==> config.mk <==
export PLATFORM = sky130hd
export DESIGN_NAME = uparc_iter_idiv
export DESIGN_NICKNAME = d
export VERILOG_FILES = /design/src/rtl/uparc_iter_idiv.sv
export SDC_FILE = /design/constraint.sdc
export NUM_CORES = 1
export LEC_CHECK = 0
export ABC_CLOCK_PERIOD_IN_PS = 4900
export CORE_MARGIN = 2
export CORE_UTILIZATION = 51
export DETAILED_ROUTE_END_ITERATION = 12
export GPL_TIMING_DRIVEN = 0
export PLACE_DENSITY = 0.81
export SYNTH_ARGS = -nofsm -noshare
export SYNTH_HDL_FRONTEND = slang
export SYNTH_SLANG_ARGS = --single-unit
==> constraint.sdc <==
create_clock -name clk -period 4.9 [get_ports clk]
set_input_delay 0.98 -clock clk [delete_from_list [all_inputs] [get_ports clk]]
set_output_delay 0.98 -clock clk [all_outputs]
set_load 0.02 [all_outputs]
==> src/rtl/uparc_iter_idiv.sv <==
// ---------------------------------------------------------------------------
// uparc_iter_idiv -- iterative restoring integer divider (IMulDivU datapath)
//
// Retires BITS_PER_CYCLE quotient bits per clock. Signed or unsigned
// operation is selected per request. The result is packed as
// {remainder, quotient} so it can be written straight into HI/LO.
//
// Parameters:
//   WIDTH          operand width (multiple of BITS_PER_CYCLE)
//   BITS_PER_CYCLE quotient bits per iteration: 1, 2 or 4
//
// Ports:
//   clk      clock, rising edge
//   nrst     asynchronous active-low reset
//   dividend dividend, sampled on an accepted start
//   divider  divisor, sampled on an accepted start
//   start    start request, accepted only while ready=1
//   signd    1 = two's-complement signed divide, 0 = unsigned
//   abort    cancel the operation in flight (or block a start in IDLE)
//   ready    1 = idle and remquot/dz valid
//   remquot  {remainder, quotient}
//   dz       last completed operation had a zero divisor
//
// Optional build macro UPARC_IDIV_EARLY_OUT_EN: operations whose divisor is
// zero or whose dividend magnitude is below the divisor magnitude skip the
// iteration phase. Results are identical; only latency changes.
// ---------------------------------------------------------------------------
module uparc_iter_idiv #(
  parameter int WIDTH          = 32,
  parameter int BITS_PER_CYCLE = 1
) (
  input  logic                 clk,
  input  logic                 nrst,
  input  logic [WIDTH-1:0]     dividend,
  input  logic [WIDTH-1:0]     divider,
  input  logic                 start,
  input  logic                 signd,
  input  logic                 abort,
  output logic                 ready,
  output logic [2*WIDTH-1:0]   remquot,
  output logic                 dz
);

  localparam int N     = WIDTH / BITS_PER_CYCLE;
  localparam int CNT_W = $clog2(N + 1);
  localparam int RW    = WIDTH + BITS_PER_CYCLE;

  typedef enum logic [1:0] {S_IDLE, S_RUN, S_FIX} state_t;

  state_t state, state_nxt;

  logic [CNT_W-1:0] cnt;
  logic [WIDTH-1:0] quo_acc;
  logic [RW-1:0]    rem_acc;
  logic [WIDTH-1:0] dvs_mag;
  logic [WIDTH-1:0] dvd_orig;
  logic             neg_quo;
  logic             neg_rem;
  logic             dvs_zero;

  logic             accept;
  logic             early;
  logic [WIDTH-1:0] dvd_in_mag;
  logic [WIDTH-1:0] dvs_in_mag;
  logic [WIDTH-1:0] quo_step;
  logic [RW-1:0]    rem_step;

  // Magnitude of a two's-complement value; the most negative value maps to
  // itself, which is its correct unsigned magnitude.
  function automatic logic [WIDTH-1:0] magnitude(input logic signed [WIDTH-1:0] v,
                                                 input logic                     is_signed);
    if (is_signed && v < 0)
      return (~v) + WIDTH'(1);
    else
      return v;
  endfunction

  // Conditional negation with natural WIDTH-bit wrap (no saturation).
  function automatic logic [WIDTH-1:0] apply_sign(input logic [WIDTH-1:0] v,
                                                  input logic             neg);
    return neg ? (~v) + WIDTH'(1) : v;
  endfunction

  assign accept     = start & ~abort;
  assign dvd_in_mag = magnitude(dividend, signd);
  assign dvs_in_mag = magnitude(divider, signd);

`ifdef UPARC_IDIV_EARLY_OUT_EN
  assign early = (dvs_in_mag == '0) || (dvd_in_mag < dvs_in_mag);
`else
  assign early = 1'b0;
`endif

  // One radix-2^BITS_PER_CYCLE restoring step, unrolled into single-bit
  // shift/compare/subtract stages. The quotient register doubles as the
  // dividend shift register: dividend bits leave at the top while quotient
  // bits enter at the bottom.
  always_comb begin
    rem_step = rem_acc;
    quo_step = quo_acc;
    for (int i = 0; i < BITS_PER_CYCLE; i++) begin
      rem_step = {rem_step[RW-2:0], quo_step[WIDTH-1]};
      quo_step = {quo_step[WIDTH-2:0], 1'b0};
      if (rem_step >= {{BITS_PER_CYCLE{1'b0}}, dvs_mag}) begin
        rem_step    = rem_step - {{BITS_PER_CYCLE{1'b0}}, dvs_mag};
        quo_step[0] = 1'b1;
      end
    end
  end

  // State register
  always_ff @(posedge clk or negedge nrst) begin
    if (!nrst) state <= S_IDLE;
    else       state <= state_nxt;
  end

  // Next-state logic
  always_comb begin
    state_nxt = state;
    case (state)
      S_IDLE: if (accept) state_nxt = early ? S_FIX : S_RUN;
      S_RUN: begin
        if (abort)                  state_nxt = S_IDLE;
        else if (cnt == CNT_W'(1))  state_nxt = S_FIX;
      end
      S_FIX:   state_nxt = S_IDLE;
      default: state_nxt = S_IDLE;
    endcase
  end

  // Output logic
  always_comb begin
    ready = (state == S_IDLE);
  end

  // Control: iteration counter and architectural result
  always_ff @(posedge clk or negedge nrst) begin
    if (!nrst) begin
      cnt     <= '0;
      remquot <= '0;
      dz      <= 1'b0;
    end else begin
      if (state == S_IDLE && accept)
        cnt <= early ? '0 : CNT_W'(N);
      else if (state == S_RUN)
        cnt <= abort ? '0 : cnt - CNT_W'(1);

      // A zero divisor bypasses sign correction and reports the raw dividend.
      if (state == S_FIX && !abort) begin
        dz <= dvs_zero;
        if (dvs_zero)
          remquot <= {dvd_orig, {WIDTH{1'b1}}};
        else
          remquot <= {apply_sign(rem_acc[WIDTH-1:0], neg_rem),
                      apply_sign(quo_acc, neg_quo)};
      end
    end
  end

  // Datapath: operand capture and iteration (no reset needed)
  always_ff @(posedge clk) begin
    if (state == S_IDLE && accept) begin
      dvs_mag  <= dvs_in_mag;
      dvd_orig <= dividend;
      dvs_zero <= (divider == '0);
      neg_quo  <= signd & (dividend[WIDTH-1] ^ divider[WIDTH-1]);
      neg_rem  <= signd & dividend[WIDTH-1];
      if (early) begin
        // Quotient is zero and the whole magnitude is the remainder.
        quo_acc <= '0;
        rem_acc <= {{BITS_PER_CYCLE{1'b0}}, dvd_in_mag};
      end else begin
        quo_acc <= dvd_in_mag;
        rem_acc <= '0;
      end
    end else if (state == S_RUN) begin
      quo_acc <= quo_step;
      rem_acc <= rem_step;
    end
  end

endmodule

# After elaboration in Yosys (flattened, before gate mapping)
# Index checks and enable logic that the tools add are counted.
[totals] out_inout_bits=66 word_cells=59 in_bits=69 regBits=204
[classes] n_bitwise=9 muxes=16 reduce_logical=9 eq_ne=5 n_lt_le_gt_ge=3 addsub=6
[ops] operator="32-bit two-way mux" count=7
[ops] operator="32-bit inverter" count=4
[ops] operator="32-bit by 1-bit adder with 32-bit output (second input constant)" count=2
[ops] operator="32-bit by 2-bit adder with 32-bit output (second input constant)" count=2
[ops] operator="32-bit by 1-bit less-than comparator with 1-bit output (second input constant)" count=2
[ops] operator="64-bit two-way mux" count=1
[ops] operator="33-bit by 32-bit >= comparator with 1-bit output" count=1
[ops] operator="32-bit zero test" count=1
[ops] operator="32-bit subtractor" count=1
[ops] operator="6-bit two-way mux" count=3
[ops] operator="6-bit by 1-bit == test with 1-bit output (second input constant)" count=1
[ops] operator="2-bit two-way mux" count=3
[ops] operator="6-bit by 1-bit subtractor with 6-bit output (second input constant)" count=1
[ops] operator="1-bit logical AND" count=4
[ops] operator="2-bit case mux with 2 select lines" count=1
[ops] operator="1-bit AND" count=3
[ops] operator="3-bit inequality test (second input constant)" count=1
[ops] operator="2-bit by 1-bit == test with 1-bit output (second input constant)" count=1
[ops] operator="2-bit == test (second input constant)" count=1
[ops] operator="2-bit zero test" count=1
[ops] operator="2-bit by 1-bit inequality test with 1-bit output (second input constant)" count=1
[ops] operator="2-bit AND reduction" count=1
[ops] operator="2-bit nonzero test" count=1
[ops] operator="1-bit zero test" count=1
[ops] operator="other kinds (3)" count=3

# Longest topological paths before layout
# Gate-level depths: netlist of run 1.
[depth] ltp_word=4 depth_mapped=13 ltp_nobuf=12

# Worst setup path before layout of run 1
# Ideal clock, no wire load.
[synth_timing] path_kind="input -> register" start="input port abort" end="register quo_acc[21] (data pin)" setup_ns=0.367 arrival_ns=3.883 setup_slack_ns=0.650 stages=4 required_ns=4.533 n_path_buf=2 cell_sequence="nor4b_1 > clkbuf_1 > clkbuf_1 > a21oi_1"
[synth_between] elab_chain_len=4
[synth_lines] item="from (decl)" line_no="38" rtl="input logic abort,"
[synth_lines] item="1-bit inverter" line_no="84" rtl="assign accept = start & ~abort;"
[synth_lines] item="1-bit AND" line_no="84"
[synth_lines] item="1-bit logical AND" line_no="162" rtl="if (state == S_IDLE && accept) begin"
[synth_lines] item="32-bit two-way mux" line_no="162"
[synth_lines] item="to (signal assigned)" line_no="173" rtl="quo_acc <= dvd_in_mag;"
[synth_lines] item="to (signal assigned)" line_no="177" rtl="quo_acc <= quo_step;"
[synth_lines] item="to (decl)" line_no="53" rtl="logic [WIDTH-1:0] quo_acc;"
# No other way between the ends.
# A chain may end at the register's enable or synchronous reset.

# Worst setup path after layout of run 1
[layout_timing] start="input port divider[8]" end="register dvs_mag[28] (data pin)"
[layout_between] elab_chain_len=3 elab_cells_between_ends=5 classes_between="add/sub: 1; order compare: 1; mux: 1; bitwise: 1; reduce/logical: 1"
[layout_lines] item="from (decl)" line_no="35" rtl="input logic [WIDTH-1:0] divider,"
[layout_lines] item="32-bit inverter or 32-bit by 1-bit less-than comparator with 1-bit output (tied branches)" line_no="73, 72"
[layout_lines] item="32-bit by 2-bit adder with 32-bit output or 1-bit logical AND (tied branches)" line_no="73, 72"
[layout_lines] item="32-bit two-way mux (*)" line_no="72" rtl="if (is_signed && v < 0)"
[layout_lines] item="net dvs_in_mag[28]" line_no="64" rtl="logic [WIDTH-1:0] dvs_in_mag;"
[layout_lines] item="to (signal assigned)" line_no="163" rtl="dvs_mag <= dvs_in_mag;"
[layout_lines] item="to (decl)" line_no="55" rtl="logic [WIDTH-1:0] dvs_mag;"
# Mark *: on every way through the listed nets, which the timed path passes. The rest lies on a longest branch.

==> flow_metrics.tcl, run 1 <==
set metrics [dict create \
    fin_skew_ns 0.0148 \
    pin_count 135 \
    diodes 0 \
    drive_gt1_share_pct 4.29 \
    cts_setup_buffers 0 \
    vias 10644 \
    yosysSeqAreaShare_pct 45.2 \
    grtUsageMet3_pct 3.37 \
    crit_arrival_ns 4.11 \
    synthToLayoutAreaGrowth_pct 21.2 \
    cts_sinks 204 \
    grt.busiest_layer "met2" \
    slew_viol_final 0 \
    power_density_nw_per_um2 442 \
    fin_nets 1560 \
    p_leak_nw 5.64 \
    initial_core_util_pct 51.6 \
    worstSkewPairLatency_ns 0.52 \
    syn_inst 1290 \
    max_cap_violations 0 \
    grt.met1_usage_pct 39.3 \
    syn_area_per_cell_um2 9.33 \
    synth_edf_count 99 \
    cts.path.max_buffers 3 \
    track_usage_pct 27.2 \
    max_slew_margin_pct 18.3 \
    std_cell_rows 56 \
    slowest_delay_ns 0.58 \
    gp_congestion 0.921 \
    ys_dominant_reg_cell "edfxtp_1" \
    combPwrFrac_pct 36.0 \
    gr-usage-met2_pct 42.9 \
    clk_pin_slew_worst_paths_ns 0.06 \
    yosysTopAreaCell "edfxtp_1" \
    async_reset_ff_share_pct 35.8 \
    timing_hold_violations_final 0 \
    clkPwrFrac_pct 26.7 \
    viasPerCell 5.95 \
    drc 0 \
    hold_path.class "input port to asynchronous set/reset pin" \
    grt_max_degree 53 \
    h-tree-depth 1 \
    endpoint_kind "register" \
    avgRoutedWirePerCell_um 19.0 \
    antenna_left 0 \
    synth_seq_cells 204 \
    numCtsBuffers 24 \
    overflow 0 \
    dieArea_um2 24800 \
    antenna_found_initial 0 \
    netlist_area_um2 12000 \
    core_area_um2 23300 \
    yosysWarnings 0 \
    multiInputGateArea_um2 6190 \
    grt_pass1_wl_um 53600 \
    cp_cell_sequence "clkdlybuf4s50_1 -> or4_1 -> nor4_2 -> nand2b_1 -> nor3_1 -> nand2_1 -> or4_1 -> or2_2 -> o21ai_0 -> xnor2_1" \
    cts-root-buf "clkbuf_16" \
    p_total_w 0.00645 \
    peakVddDrop_v 0.000288 \
    grt_setup_unrepaired "no" \
    cts_tree "yes" \
    synth_top_area_share_pct 24.7 \
    max_freq_mhz 260 \
    holdBufCountCts 0 \
    internal-power_w 0.00412 \
    seqCellArea_um2 5440 \
    critPathKind "input port to register" \
    seq_power_share_pct 37.3 \
    status "completed" \
    synth_area_leaders "edfxtp_1 25%, dfrtp_1 15%, xnor2_1 6.0%, dfxtp_1 5.3%, o21ai_0 5.1%" \
    dp_hpwl_um 25600 \
    startpoint_type "input port" \
    critPathSlowestCell "or4_1" \
    wirelength_um 34100 \
    cts_resized 0 \
    final_core_util_pct 62.5 \
    required_ns 5.15 \
    worst_pin_slew_ns 1.21 \
    drt-initial-drc-count 1027 \
    synth.distinct_cells 68 \
    drt_first_pass_iters 5 \
    portBuffers 134 \
    die_y_um 158 \
    fillCellCount 1891 \
    syn-num-nets 1398 \
    swShare_pct 36.1 \
    setup_viol 0 \
    die_w_um 158 \
    grt_pass1_vias 10065 \
    cp_common_cell "or4_1" \
    power_switching_w 0.00233 \
    min_period_ns 3.85 \
    min_period_over_period_pct 78.6 \
    crit_fanout 5 \
]
-- cells by family (layout without fill, tap and decap cells) --
logic type	after synthesis	count (layout)	synth area share [%]
AO/OA/AOI/OAI	365	365	19.0
adder cells (fa/ha/maj)	39	39	4.12
multiplexers	27	27	2.27
buffers and inverters	108	288	3.39
AND/OR/NAND/NOR	403	403	15.5
flip-flops	204	204	45.2
XOR/XNOR	144	144	10.5
-- per-stage QoR --
stage	area, um^2	hold WS [ns]	setup WS, ns	std cells	TNS, ns
after global routing	14600	0.418	0.829	1789	0
after floorplan	12000	0.483	0.650	1290	0
after CTS	14600	0.394	0.937	1789	0
after global placement	13800	0.455	-1.63	1743	-113.09
after detailed placement	13800	0.456	0.396	1745	0
final	14600	0.385	1.05	1789	0
-- Yosys cell counts (all sizes together), types with 3 or more instances --
cell	number
or2	4
buf	6
o31ai	32
nand4	7
mux2i	25
dfrtp	73
dfxtp	32
o22ai	3
xor2	62
edfxtp	99
a31oi	7
nand2b	13
clkbuf	51
or4	13
nor2b	5
o21ai	130
nor4	10
nor3b	3
o21bai	4
ha	38
a41oi	3
o22a	23
nor3	21
a21oi	104
and3	9
and2	7
a22oi	4
a21boi	3
xnor2	82
nand3	9
a2bb2oi	9
nand2	147
or3	22
a21o	7
o21a	4
inv	51
nor2	128
o41ai	13
-- path summary, 6_finish.rpt --
| path | cells after the start | start | endpoint | slack (ns) |
|---|---|---|---|---|
| max in group asynchronous | 2 | nrst | remquot[59] | 3.95 |
| setup / recovery | 10 | divider[8] | dvs_mag[28] | 1.05 |
| hold reg to reg | 2 | remquot[27] | remquot[27] | 0.46 |
| min in group clk | 2 | remquot[27] | remquot[27] | 0.46 |
| setup reg to reg | 11 | rem_acc[21] | rem_acc[28] | 1.24 |
| hold / removal | 1 | nrst | remquot[6] | 0.39 |
-- layout by cell type (no fill, tap or decap), drive strengths merged, types with 9 or more instances in the layout --
| master | n |
|---|---|
| or4 | 13 |
| buf | 9 |
| dfxtp | 32 |
| nor3 | 21 |
| o22a | 23 |
| dfrtp | 73 |
| or3 | 22 |
| o31ai | 32 |
| nand3 | 9 |
| xor2 | 62 |
| a2bb2oi | 9 |
| edfxtp | 99 |
| nand2 | 147 |
| clkdlybuf4s50 | 133 |
| clkbuf | 84 |
| xnor2 | 82 |
| and3 | 9 |
| ha | 38 |
| o21ai | 130 |
| nor2 | 128 |
| nand2b | 13 |
| o41ai | 13 |
| inv | 52 |
| nor4 | 10 |
| a21oi | 104 |
| mux2i | 25 |
-- critical path, delay by kind of cell --
family / cells / cell delay [ns]
and+or+nand+nor: 7 / 2.27
xor gates and xnor gates: 1 / 0.12
AOI/OAI and AO/OA: 1 / 0.25
buffers and inverters: 1 / 0.48
-- layout make-up --
cell class,instances,area share [%]
Clock inverter,11,0.575
Timing Repair Buffer,136,9.56
Buffer,57,1.51
Inverter,51,1.31
Multi-Input combinational cell,978,42.4
Sequential cell,204,37.3
Tap cell,319,2.74
Clock buffer,33,4.56
-- layer usage --
layer / vias to the layer above / routed length [um]
met2: 490 / 15600
met1: 5118 / 14700
met4: 0 / 1120
met5: - / 0
li1: 4962 / -
met3: 74 / 2600
-- state kept, by name, indices dropped and copies added, names as in the netlist --
signal / flops
neg_quo: 1
dvd_orig: 32
dvs_mag: 32
state: 2
quo_acc: 32
neg_rem: 1
dz: 1
remquot: 64
dvs_zero: 1
rem_acc: 32
cnt: 6
-- power by group through the flow --
| stage | Sequential (W) | Clock (W) | Combinational (W) |
|---|---|---|---|
| finish | 0.00240 | 0.00172 | 0.00232 |
| detailed placement | 0.00243 | 0 | 0.00226 |
| CTS | 0.00240 | 0.00173 | 0.00229 |
| floorplan | 0.00251 | 0 | 0.00136 |
| global route | 0.00243 | 0.00179 | 0.00255 |
| global placement | 0.00242 | 0 | 0.00219 |
No activity file was read; power rests on OpenSTA's default activity.
==> run 2: changes to the inputs <==
--- a/config.mk
+++ b/config.mk
@@ -5,7 +5,7 @@
 export SDC_FILE = /design/constraint.sdc
 export NUM_CORES = 1
 export LEC_CHECK = 0
-export ABC_CLOCK_PERIOD_IN_PS = 4900
+export ABC_CLOCK_PERIOD_IN_PS = 3800
 export CORE_MARGIN = 2
 export CORE_UTILIZATION = 51
 export DETAILED_ROUTE_END_ITERATION = 12
==> constraint.sdc (replaced) <==
create_clock -name clk -period 3.8 [get_ports clk]
set_input_delay 0.76 -clock clk [delete_from_list [all_inputs] [get_ports clk]]
set_output_delay 0.76 -clock clk [all_outputs]
set_load 0.02 [all_outputs]
==> flow_metrics.tcl, run 2 (synthesis gave the netlist of run 1 again) <==
set metrics [dict create \
    overflow 0 \
    die_y_um 158 \
    grt_setup_unrepaired "no" \
    dp_hpwl_um 25600 \
    pre_cts_ws_ns -0.320 \
    portBuffers 134 \
    pin_count 135 \
    grt.busiest_layer "met2" \
    top_register "remquot" \
    drive_gt1_share_pct 4.83 \
    critPathKind "input port to register" \
    seqCellArea_um2 5440 \
    multiInputGateArea_um2 6200 \
    drc 0 \
    fin_skew_ns 0.0163 \
    cts_setup_buffers 0 \
    slowest_delay_ns 0.97 \
    power_density_nw_per_um2 581 \
    fillCellCount 1884 \
    slew_viol_final 0 \
    timing_hold_violations_final 0 \
    setup_viol 0 \
    fin_nets 1560 \
    grt_pass1_vias 10157 \
    track_usage_pct 27.4 \
    worst_pin_slew_ns 1.14 \
    peakVddDrop_v 0.000376 \
    max_freq_mhz 280 \
    swShare_pct 35.4 \
    synthToLayoutAreaGrowth_pct 22.1 \
    rr_worst_depth 11 \
    grt_pass1_wl_um 53800 \
    dieArea_um2 24800 \
    std_cell_rows 56 \
    clkPwrFrac_pct 28.7 \
    drt-initial-drc-count 1051 \
    fin_setup_tns_ns 0 \
    gp_congestion 0.922 \
    hold_path.class "input port to asynchronous set/reset pin" \
    final_common_cell "nand2_1" \
    grt.met1_usage_pct 38.4 \
    cp_cell_sequence "clkdlybuf4s50_1 -> nor4b_1 -> clkbuf_1 -> clkbuf_4 -> buf_16 -> a21oi_1" \
    combPwrFrac_pct 35.0 \
    endpoint_kind "register" \
    internal-power_w 0.00552 \
    p_leak_nw 5.69 \
    gr-usage-met2_pct 44.2 \
    crit_fanout 50 \
    r2r_slack_ns 0.43 \
    required_ns 4.06 \
    startpoint_type "input port" \
    cts.path.max_buffers 3 \
    critPathSlowestCell "nor4b_1" \
    cts_sinks 204 \
    final.setup.worst_slack_ns 0.231 \
    mostFrequentLayoutCells "146 x nand2_1, 133 x clkdlybuf4s50_1, 128 x nor2_1" \
    cts-root-buf "clkbuf_16" \
    max_slew_margin_pct 22.7 \
    power_switching_w 0.00302 \
    status "completed" \
    largest_reg_flops 64 \
    h-tree-depth 1 \
    grt_max_degree 51 \
    clk_pin_slew_worst_paths_ns 0.06 \
    max_cap_violations 0 \
    grtUsageMet3_pct 3.56 \
    avgRoutedWirePerCell_um 19.1 \
    numCtsBuffers 24 \
    antenna_left 0 \
    diodes 0 \
    min_period_ns 3.57 \
    p_total_w 0.00854 \
    worstSkewPairLatency_ns 0.52 \
    cts_tree "yes" \
    die_w_um 158 \
    seq_power_share_pct 36.3 \
    vias 10674 \
    crit_arrival_ns 3.83 \
    wirelength_um 34200 \
    timing.rr.end "rem_acc[31]" \
    r2r_start "rem_acc[21]" \
    core_area_um2 23300 \
    min_period_over_period_pct 93.9 \
    initial_core_util_pct 51.6 \
    drt_first_pass_iters 5 \
    antenna_found_initial 0 \
    viasPerCell 5.97 \
]
run 2: cell type report:
| cell class | instances | area share [%] |
|---|---|---|
| timing repair buffer | 136 | 9.49 |
| buffer | 57 | 1.50 |
| multi-input combinational | 978 | 42.2 |
| clock inverter | 10 | 0.741 |
| sequential | 204 | 37.0 |
| tap | 319 | 2.72 |
| clock buffer | 34 | 5.06 |
| inverter | 51 | 1.30 |
run 2: worst max-delay path by stage:
stage          cells after the start  slack (ns)        start          end
2_1_floorplan                      9        0.56  divider[10]  dvs_mag[26]
3_3_place_gp                       5       -0.91        abort  quo_acc[22]
3_5_place_dp                      10       -0.32   divider[9]  dvs_mag[28]
4_1_cts                           10        0.19   divider[9]  dvs_mag[28]
5_1_grt                           10       0.007  dividend[4]  quo_acc[27]
6_report                           6        0.23        abort  quo_acc[28]
run 2: routing by layer:
layer / routed length (um) / vias to the layer above
li1: - / 4961
met1: 14700 / 5120
met2: 15800 / 516
met3: 2650 / 77
met4: 1020 / 0
met5: 0 / -
run 2: what timing repair did:
item,4_1_cts,5_1_grt
resized for setup,0,2
hold buffers,0,0
endpoints found under the setup margin,0,25
endpoints found under the hold margin,0,0
run 2: critical path: cells and delay by family:
| family | cells | cell delay [ns] |
|---|---|---|
| AND/OR/NAND/NOR | 1 | 0.97 |
| AO/OA/AOI/OAI | 1 | 0.11 |
| buffers and inverters | 4 | 1.96 |
run 2: power by group through the flow:
stage          Sequential, W  Combinational, W  Clock [W]
6_report             0.00310           0.00299    0.00245
5_1_grt              0.00314           0.00328    0.00254
4_1_cts              0.00309           0.00296    0.00246
3_5_place_dp         0.00313           0.00292          0
3_3_place_gp         0.00312           0.00283          0
2_1_floorplan        0.00324           0.00176          0
run 2: through the flow:
stage,utilization (%),hold WS (ns),instance area (um^2),instances
6_report,63.0,0.173,14700,1789
5_1_grt,63.0,0.209,14700,1789
3_3_place_gp,59.0,0.455,13800,1743
4_1_cts,62.9,0.191,14700,1789
3_5_place_dp,59.3,0.463,13800,1745
2_1_floorplan,-,0.464,12000,1290
